File: config.mk
export PLATFORM = sky130hd
export DESIGN_NAME = if_fetch
export DESIGN_NICKNAME = d
export VERILOG_FILES = /design/src/rtl/if_fetch.sv
export SDC_FILE = /design/constraint.sdc
export NUM_CORES = 1
export LEC_CHECK = 0
export CAP_MARGIN = 0
export CORE_MARGIN = 2
export CORE_UTILIZATION = 51
export CTS_BUF_LIST = sky130_fd_sc_hd__clkbuf_2 sky130_fd_sc_hd__clkbuf_4 sky130_fd_sc_hd__clkbuf_8
export DETAILED_ROUTE_END_ITERATION = 8
export PLACE_DENSITY = 0.91
export SLEW_MARGIN = 20
export SYNTH_ARGS = -nofsm -noshare
export SYNTH_HDL_FRONTEND = slang
export SYNTH_SLANG_ARGS = --single-unit
File: constraint.sdc
create_clock -name clk -period 5.9 [get_ports clk]
set_input_delay 0.885 -clock clk [delete_from_list [all_inputs] [get_ports clk]]
set_output_delay 0.885 -clock clk [all_outputs]
set_load 0.01 [all_outputs]
File: src/rtl/if_fetch.sv
// Instruction-fetch stage: owns the PC, runs the request/ack instruction bus and presents if_pc/if_inst.
// Optional macro IF_MISALIGN_EXC_EN adds the if_misalign port and the MIS state for misaligned redirects.
module if_fetch #(
   parameter logic [31:0] RESET_PC = 32'h0000_0000
) (
   input  logic        clk,
   input  logic        rst,
   input  logic [5:0]  stall,
   input  logic        branch_flag_i,
   input  logic [31:0] branch_target_address_i,
   output logic [31:0] ibus_addr_o,
   output logic        ibus_req_o,
   input  logic        ibus_ack_i,
   input  logic [31:0] ibus_data_i,
   output logic [31:0] if_pc,
   output logic [31:0] if_inst,
   output logic        stallreq_from_if
`ifdef IF_MISALIGN_EXC_EN
   ,
   output logic        if_misalign
`endif
);

   localparam logic NO_STOP = 1'b0;

   typedef enum logic [1:0] {
      IDLE,
      REQ,
      HOLD
`ifdef IF_MISALIGN_EXC_EN
      , MIS
`endif
   } state_t;

   state_t      state, state_nx;
   logic [31:0] pc_q, pc_nx;
   logic [31:0] inst_buf, inst_buf_nx;
   logic [31:0] br_tgt, br_tgt_nx;
   logic        br_pend, br_pend_nx;
   logic        consume, advance, redirect;
   logic [31:0] target;
   logic        unused_stall;

   assign unused_stall = ^{stall[5:2], stall[0]};

   function automatic logic [31:0] fix_pc(input logic [31:0] pc);
`ifdef IF_MISALIGN_EXC_EN
      return pc;
`else
      return {pc[31:2], 2'b00};
`endif
   endfunction

   always_ff @(posedge clk) begin
      if (rst) begin
         state    <= IDLE;
         pc_q     <= RESET_PC;
         inst_buf <= 32'h0;
         br_pend  <= 1'b0;
         br_tgt   <= 32'h0;
      end else begin
         state    <= state_nx;
         pc_q     <= pc_nx;
         inst_buf <= inst_buf_nx;
         br_pend  <= br_pend_nx;
         br_tgt   <= br_tgt_nx;
      end
   end

   always_comb begin
      state_nx    = state;
      pc_nx       = pc_q;
      inst_buf_nx = inst_buf;
      br_pend_nx  = br_pend;
      br_tgt_nx   = br_tgt;

      consume  = (stall[1] == NO_STOP) &&
                 (((state == REQ) && ibus_ack_i) || (state == HOLD));
      redirect = branch_flag_i || br_pend;
      // A live branch flag takes priority over an older latched redirect.
      target   = branch_flag_i ? branch_target_address_i :
                 br_pend       ? br_tgt : pc_q + 32'd4;
      advance  = consume;
`ifdef IF_MISALIGN_EXC_EN
      if ((state == MIS) && (stall[1] == NO_STOP) && redirect)
         advance = 1'b1;
`endif

      if (advance) begin
         pc_nx      = fix_pc(target);
         br_pend_nx = 1'b0;
         state_nx   = REQ;
`ifdef IF_MISALIGN_EXC_EN
         if (pc_nx[1:0] != 2'b00)
            state_nx = MIS;
`endif
      end else begin
         if (branch_flag_i) begin
            br_pend_nx = 1'b1;
            br_tgt_nx  = branch_target_address_i;
         end
         case (state)
            IDLE: state_nx = REQ;
            REQ: begin
               if (ibus_ack_i) begin
                  inst_buf_nx = ibus_data_i;
                  state_nx    = HOLD;
               end
            end
            default: ;
         endcase
      end
   end

   always_comb begin
      ibus_addr_o      = pc_q;
      if_pc            = pc_q;
      ibus_req_o       = (state == REQ);
      stallreq_from_if = (state == REQ) && !ibus_ack_i;
      if ((state == REQ) && ibus_ack_i)
         if_inst = ibus_data_i;
      else if (state == HOLD)
         if_inst = inst_buf;
      else
         if_inst = 32'h0;
`ifdef IF_MISALIGN_EXC_EN
      if_misalign = (state == MIS);
`endif
   end

endmodule

### Word level (Yosys, flattened, before mapping)

Cells that the tools add are included.

* bits of input ports: 74
* bits in registers: 97
* output and inout port bits: 98
* word-level logic and storage cells: 33

* reduce and logical (&&, ||, !) cells: 13
* bitwise logic cells: 2
* $add $sub $neg: 1
* multiplexer cells: 7
* equality and inequality tests: 4

Operators by type and width (count)
* 32-bit 2-to-1 mux: 4
* 32-bit by 3-bit adder with 32-bit output, second input constant: 1
* 2-bit AND reduction: 3
* 2-bit case mux with 2 select lines: 1
* 1-bit logical AND: 3
* 3-bit by 1-bit != test with 1-bit output, second input constant: 1
* 3-bit AND reduction: 1
* 3-bit nonzero test: 1
* 2-bit by 1-bit == test with 1-bit output, second input constant: 1
* 2-bit == test, second input constant: 1
* 2-bit logical NOT: 1
* 2-bit 2-to-1 mux: 1
* 2-bit by 1-bit != test with 1-bit output, second input constant: 1
* 1-bit inverter: 2
* 2-bit nonzero test: 1
* 2-bit OR reduction: 1
* 1-bit logical NOT: 1
* 1-bit logical OR: 1
* 1-bit 2-to-1 mux: 1

### Longest topological paths before layout

Gate-level depths: netlist of run 1.

* word-level depth: 6
* gate-level depth with buffers: 7

### Worst setup path after synthesis of run 1

No wires, ideal clock.

* path type: input to output
* start point: input port ibus_ack_i
* end point: output port if_inst[10]
* required time: 5015 ps
* stages: 4
* path slack: 3332 ps
* arrival: 1683 ps
* cells stage by stage: and2_1 clkbuf_1 clkbuf_1 a22o_1

* word-level cells in the longest chain between the ends: 2

RTL lines
* start, declared: RTL line 13 `input logic ibus_ack_i,`
* 1-bit logical AND: RTL line 120 `if ((state == REQ) && ibus_ack_i)`
* 32-bit 2-to-1 mux: RTL line 120
* end, declared: RTL line 16 `output logic [31:0] if_inst,`

No other way between the ends.

### Worst setup path in the final report of run 1

* start point: input port ibus_ack_i
* end point: output port if_inst[23]

The elaborated chain is that of the path after synthesis.

==> run_results.csv, run 1 <==
group,metric,value,unit
worst_hold_path,holdPathEnd,"br_tgt[2]",
critical_path,cp-start-kind,"input port",
timing,setup_slack,2.23,ns
grt,grt_pass1_wl,23700,µm
routing,num_vias,5284,
logic_synthesis,synthAdderAreaFrac,0.247,%
floorplanning,die_h,104,µm
critical_path,ff2ff_path_depth,5,
timing,tightest_slew,1.03,ns
critical_path,cp_top_family,"buffers and inverters",
cells_and_area,drive_above_1_share,4.53,%
logic_synthesis,async_reset_ff_share,0,%
routing,routedWlPerCell,16.8,µm
timing,period_needed,3.67,ns
logic_synthesis,ys_seq_elements,95,
grt,grt_util_all_layers,26.5,%
routing,first_pass_iters,5,
cts,clock-sinks,95,
cells_and_area,antennaDiodeCount,0,
floorplanning,die_w,104,µm
routing,drc_errors,0,
run_status,status,"complete, no violations",
timing,maxSlewViolCount,0,
cts,cts_tree,"yes",
timing,rsz0062_at_grt,"no",
critical_path,critPathCaptureType,"output port",
critical_path,r2r_slack,3.30,ns
logic_synthesis,synth_simple_gate_area_share,22.1,%
grt,grt_max_degree,60,
floorplanning,io_pins,172,
floorplanning,rows,36,
flow_run,maxCapViolCount,0,
place,portBuffers,160,
logic_synthesis,synth-xor-area-share,1.21,%
critical_path,crit-reg2reg-launch,"state[0]",
cts,cts_hold_buf,0,
routing,wl,14800,µm
critical_path,critPathRequiredTime,5.02,ns
timing,clock.fmax,0.273,GHz
timing,finalCritPeriodShare,62.1,%
cts,cts.clk_slew.worst_paths,0.09,ns
critical_path,cp_num_buf_inv,2,
place,preCtsSetupSlack,1.86,ns
critical_path,crit_type,"input port to output port",
place,dp_hpwl,9940,µm
cts,cts_setup_buffers,0,
logic_synthesis,synth-edff-count,0,
place,globalplace.congestion,0.821,
logic_synthesis,synth_compound_area_share,26.3,%
routing,drt_first_iter_violations,326,
timing,setup_tns,0,ns
logic_synthesis,ys_types,57,
logic_synthesis,syn_area,5070,µm²
logic_synthesis,synth_mux_area_share,2.59,%
critical_path,crit_path_frequent_cell,"clkdlybuf4s50_1",
cts,cts_resized,0,
cts,clockBufferDepth,2,
logic_synthesis,synth_area_per_cell,7.69,µm²
cts,clockRootBuffer,"clkbuf_8",
grt,overflow,0,
timing,relSlewSlack,31.2,%
cts,clk_latency,0.37,ns
routing,viasPerCell,5.98,
logic_synthesis,syn_inst,659,
critical_path,cp.arrival,2.78,ns
logic_synthesis,synth_top_family_by_area,"compound AO/OA/AOI/OAI gates",
worst_hold_path,min-delay-path-class,"register to register",
power,p_per_area,219,nW/µm²
cts,cts.htree.levels,3,
logic_synthesis,ys_top_cells_by_area,"dfxtp_1 (38%), nand2_1 (8.5%), a21oi_1 (8.2%)",
logic_synthesis,synth_top_area_share,37.5,%
power,ir_worst_vdd,0.163,mV
worst_hold_path,worstHoldStart,"br_tgt[2]",
floorplanning,start_util,52.1,%
worst_hold_path,hold_depth,2,
cells_and_area,syn_to_final_growth,30.4,%
grt,grt_pass1_vias,4936,
logic_synthesis,yosysSeqAreaShare,37.5,%
critical_path,path_cells,"clkdlybuf4s50_1, and2_2, a22o_1, clkdlybuf4s50_1",
power,leakage,2.29,nW
timing,fin_worst_skew,0.0154,ns
floorplanning,core,9730,µm²
critical_path,critPathMaxFanout,34,
routing,antenna_left,0,
timing,final-setup-viol-count,0,
cts,cts-buffers-inserted,9,
critical_path,rr_endpoint,"inst_buf[27]",
critical_path,max_stage_delay,0.58,ns
critical_path,slowest_stage,"and2_2",
floorplanning,die_area,10800,µm²
logic_synthesis,synth.largest_area_cell,"dfxtp_1",
logic_synthesis,ys.flop_type,"dfxtp_1",
timing,finalHoldViolCount,0,
logic_synthesis,yosys_warnings,0,
grt,antenna_found_initial,0,
cells_and_area,nets,821,
-- how the worst max path moves through the flow --
stage,from,endpoint,cells after the start
detailed placement,ibus_ack_i,if_inst[19],4
CTS,ibus_ack_i,if_inst[23],4
floorplan,ibus_ack_i,if_inst[10],4
global route,ibus_ack_i,if_inst[19],4
finish,ibus_ack_i,if_inst[23],4
global placement,ibus_ack_i,if_inst[31],4
-- layout by cell type, fill, tap and decap left out, types with 3 or more instances in the layout --
cell	instances
a211oi_1	3
a21o_1	4
a21oi_1	82
a221o_1	5
a22o_1	35
a22oi_1	7
a31oi_1	6
a32o_1	3
and3_1	3
and4_1	4
buf_4	5
clkbuf_8	9
clkdlybuf4s50_1	158
conb_1	4
dfxtp_1	95
inv_1	7
mux2i_1	12
nand2_1	115
nand2b_1	5
nand3_1	33
nand4_1	11
nor2_1	32
nor2b_1	3
nor3_1	13
o211ai_1	8
o21a_1	5
o21ai_0	22
o32ai_1	3
or2_2	3
or4_1	3
xnor2_1	4
xor2_1	3
-- report_power, final --
part / total (mW) / internal (mW) / switching [mW] / leakage (nW)
combinational: 0.299 / 0.151 / 0.148 / 1.42
sequential: 0.712 / 0.674 / 0.0380 / 0.776
clock: 0.437 / 0.197 / 0.240 / 0.0956
total: 1.45 / 1.02 / 0.426 / 2.29
-- tightest hold or removal path: stages (launching register included) --
cell and delay, ns:
dfxtp_1 0.32, nand2_1 0.05, a21oi_1 0.05
-- state kept, by name, indices dropped and copies added, names as in the netlist --
name	count
br_pend	1
br_tgt	30
ibus_addr_o	30
inst_buf	32
state	2
-- metal layers --
metal	vias up	share of wire, %	global-route usage [%]	wire, µm
li1	2503	-	-	-
met1	2503	41	33.4	6120
met2	247	49	44.8	7320
met3	31	7.4	5.41	1100
met4	0	1.8	9.85	273
met5	-	0	0	0
-- per-stage QoR --
step,total power [mW],area [µm²],hold WS (ns),cells,util [%]
after detailed placement,1.02,6410,0.447,868,65.9
after floorplan,0.883,5080,0.432,662,-
final,1.45,6610,0.460,884,67.9
after CTS,1.45,6610,0.461,884,67.9
after global placement,1.01,6400,0.440,868,65.8
after global routing,1.50,6610,0.481,884,67.9
-- cells in the mapped netlist (6+ instances only) --
master and n:
nand3_1 33, inv_1 7, a22o_1 35, nand4_1 11, dfxtp_1 95, buf_1 6
o21ai_0 22, a22oi_1 7, o211ai_1 8, nand2_1 115, a31oi_1 6, nor2_1 32
mux2i_1 12, buf_4 34, clkbuf_1 49, a21oi_1 83, nor3_1 13
-- layout make-up --
| type | count | area [µm²] |
|---|---|---|
| multi-input combinational | 468 | 2690 |
| inverter | 7 | 26.3 |
| timing repair buffer | 165 | 1630 |
| clock inverter | 7 | 72.6 |
| sequential | 95 | 1900 |
| fill | 772 | 3120 |
| tap | 133 | 166 |
| clock buffer | 9 | 124 |
-- cell families (layout without fill, tap and decap cells) --
logic type	Yosys count	count (layout)
AO/OA/AOI/OAI	202	202
XOR/XNOR	7	7
adder cells (fa/ha/maj)	1	1
buffers and inverters	99	188
flip-flops	95	95
multiplexers	13	13
other	1	4
AND/OR/NAND/NOR	241	241
No activity file was read; power rests on OpenSTA's default activity.
==> run 2: changes to the inputs <==
- CORE_UTILIZATION: 51 -> 43
- PLACE_DENSITY: 0.91 -> 0.82
- clock period: 5.9 -> 3.05 ns (I/O delays scaled with it)
==> run 2 against run 1 <==
Effect of this change:
- global-route usage shrank 3.5 points
- design area grew 1.9%
- sequential share of layout area shrank 0.54 points
- first-iteration DRC count grew 13%
- via count grew 0.38%
- largest power group unchanged
- sequential power grew 92%
- critical path type is now register to output port
- combinational power grew 100%
==> run_results.csv, run 2 (synthesis gave the netlist of run 1 again) <==
group,metric,value,unit
run_status,status,"complete, no violations",
power,ir_worst_vdd,0.208,mV
grt,grt_util_all_layers,23.0,%
cells_and_area,top_register,"inst_buf",
routing,num_vias,5304,
timing,rsz0062_at_grt,"no",
critical_path,cp-start-kind,"register",
flow_run,maxCapViolCount,0,
timing,setup_tns,0,ns
cts,clockBufferDepth,2,
timing,finalHoldViolCount,0,
cells_and_area,nets,832,
cells_and_area,syn_to_final_growth,32.9,%
power,p_per_area,420,nW/µm²
routing,first_pass_iters,5,
cts,clockRootBuffer,"clkbuf_8",
place,globalplace.congestion,0.885,
critical_path,critPathRequiredTime,2.59,ns
timing,relSlewSlack,45.0,%
timing,clock.fmax,0.359,GHz
timing,tightest_slew,0.823,ns
cts,cts_setup_buffers,0,
cts,cts_tree,"yes",
routing,wl,14900,µm
routing,drc_errors,0,
power,report.power.total,2.83,mW
cells_and_area,drive_above_1_share,5.64,%
floorplanning,die_h,113,µm
floorplanning,start_util,44.2,%
routing,drt_first_iter_violations,367,
grt,antenna_found_initial,0,
critical_path,crit_type,"register to output port",
cts,cts.clk_slew.worst_paths,0.08,ns
cells_and_area,largest_reg_flops,32,
cts,cts.htree.levels,3,
critical_path,critPathMaxFanout,30,
floorplanning,io_pins,172,
cells_and_area,fin_cells,905,
routing,viasPerCell,5.86,
timing,finalCritPeriodShare,91.2,%
critical_path,cp.arrival,2.32,ns
grt,grt_pass1_wl,24000,µm
cts,cts_resized,0,
cts,clock-sinks,95,
cells_and_area,fin_util,58.7,%
critical_path,ff2ff_path_depth,6,
timing,period_needed,2.78,ns
cells_and_area,antennaDiodeCount,0,
routing,antenna_left,0,
floorplanning,core,11500,µm²
routing,routedWlPerCell,16.5,µm
timing,final-setup-viol-count,0,
critical_path,critPathCaptureType,"output port",
cells_and_area,layout_commonest_cell,"clkdlybuf4s50_1",
place,portBuffers,160,
grt,grt_pass1_vias,4995,
place,dp_cells,889,
grt,overflow,0,
worst_hold_path,min-delay-path-class,"register to register",
place,dp_hpwl,10600,µm
cells_and_area,final_cell_mix,"clkdlybuf4s50_1 (158), nand2_1 (115), dfxtp_1 (95)",
worst_hold_path,hold_depth,2,
power,leakage,2.37,nW
cts,cts_hold_buf,0,
timing,maxSlewViolCount,0,
cts,cts-buffers-inserted,9,
floorplanning,rows,39,
grt,grt_max_degree,49,
timing,fin_worst_skew,0.0118,ns
floorplanning,die_w,113,µm
cts,clk_latency,0.37,ns
floorplanning,die_area,12700,µm²
run 2: changes by cell type in the layout (fill, tap and decap cells not counted), sizes merged:
cell,before,now
buf,7,18
clkbuf,9,13
clkinv,3,1
clkinvlp,2,1
inv,8,7
run 2: per-stage QoR:
stage	hold WS [ns]	cell area [µm²]	setup slack, ns
finish	0.461	6740	0.268
CTS	0.459	6740	0.256
floorplan	0.432	5080	0.781
global placement	0.440	6530	0.368
detailed placement	0.447	6530	0.334
global route	0.478	6740	0.161
run 2: per-layer routing:
metal	track usage (%)	vias up	routed length (µm)
met5	0	-	0
met3	3.29	34	1090
met4	10.6	0	394
met2	36.4	239	7260
li1	-	2526	-
met1	30.9	2505	6190
run 2: layout make-up:
class / instances / area [µm²]
clock buffer: 13 / 160
multi-input combinational: 468 / 2690
inverter: 7 / 26.3
fill: 1037 / 4730
sequential: 95 / 1900
tap: 143 / 179
timing repair buffer: 176 / 1740
clock inverter: 3 / 42.5
run 2: power breakdown:
group	leakage [nW]	internal, mW	switching, mW
Sequential	0.776	1.30	0.0674
Clock	0.104	0.428	0.430
Combinational	1.49	0.306	0.291
run 2: path summary, 6_finish.rpt:
path	startpoint	endpoint	slack (ns)
max	state[0]	if_inst[25]	0.27
max reg2reg	ibus_addr_o[3]	ibus_addr_o[28]	0.36
min reg2reg	inst_buf[19]	inst_buf[19]	0.46
min	inst_buf[19]	inst_buf[19]	0.46
run 2: worst max-delay path, cell delays in order (launching register included):
cell and delay, ns:
dfxtp_1 0.37, nor2b_1 0.29, and2_1 0.36, buf_12 0.22, a22o_1 0.17, clkdlybuf4s50_1 0.54
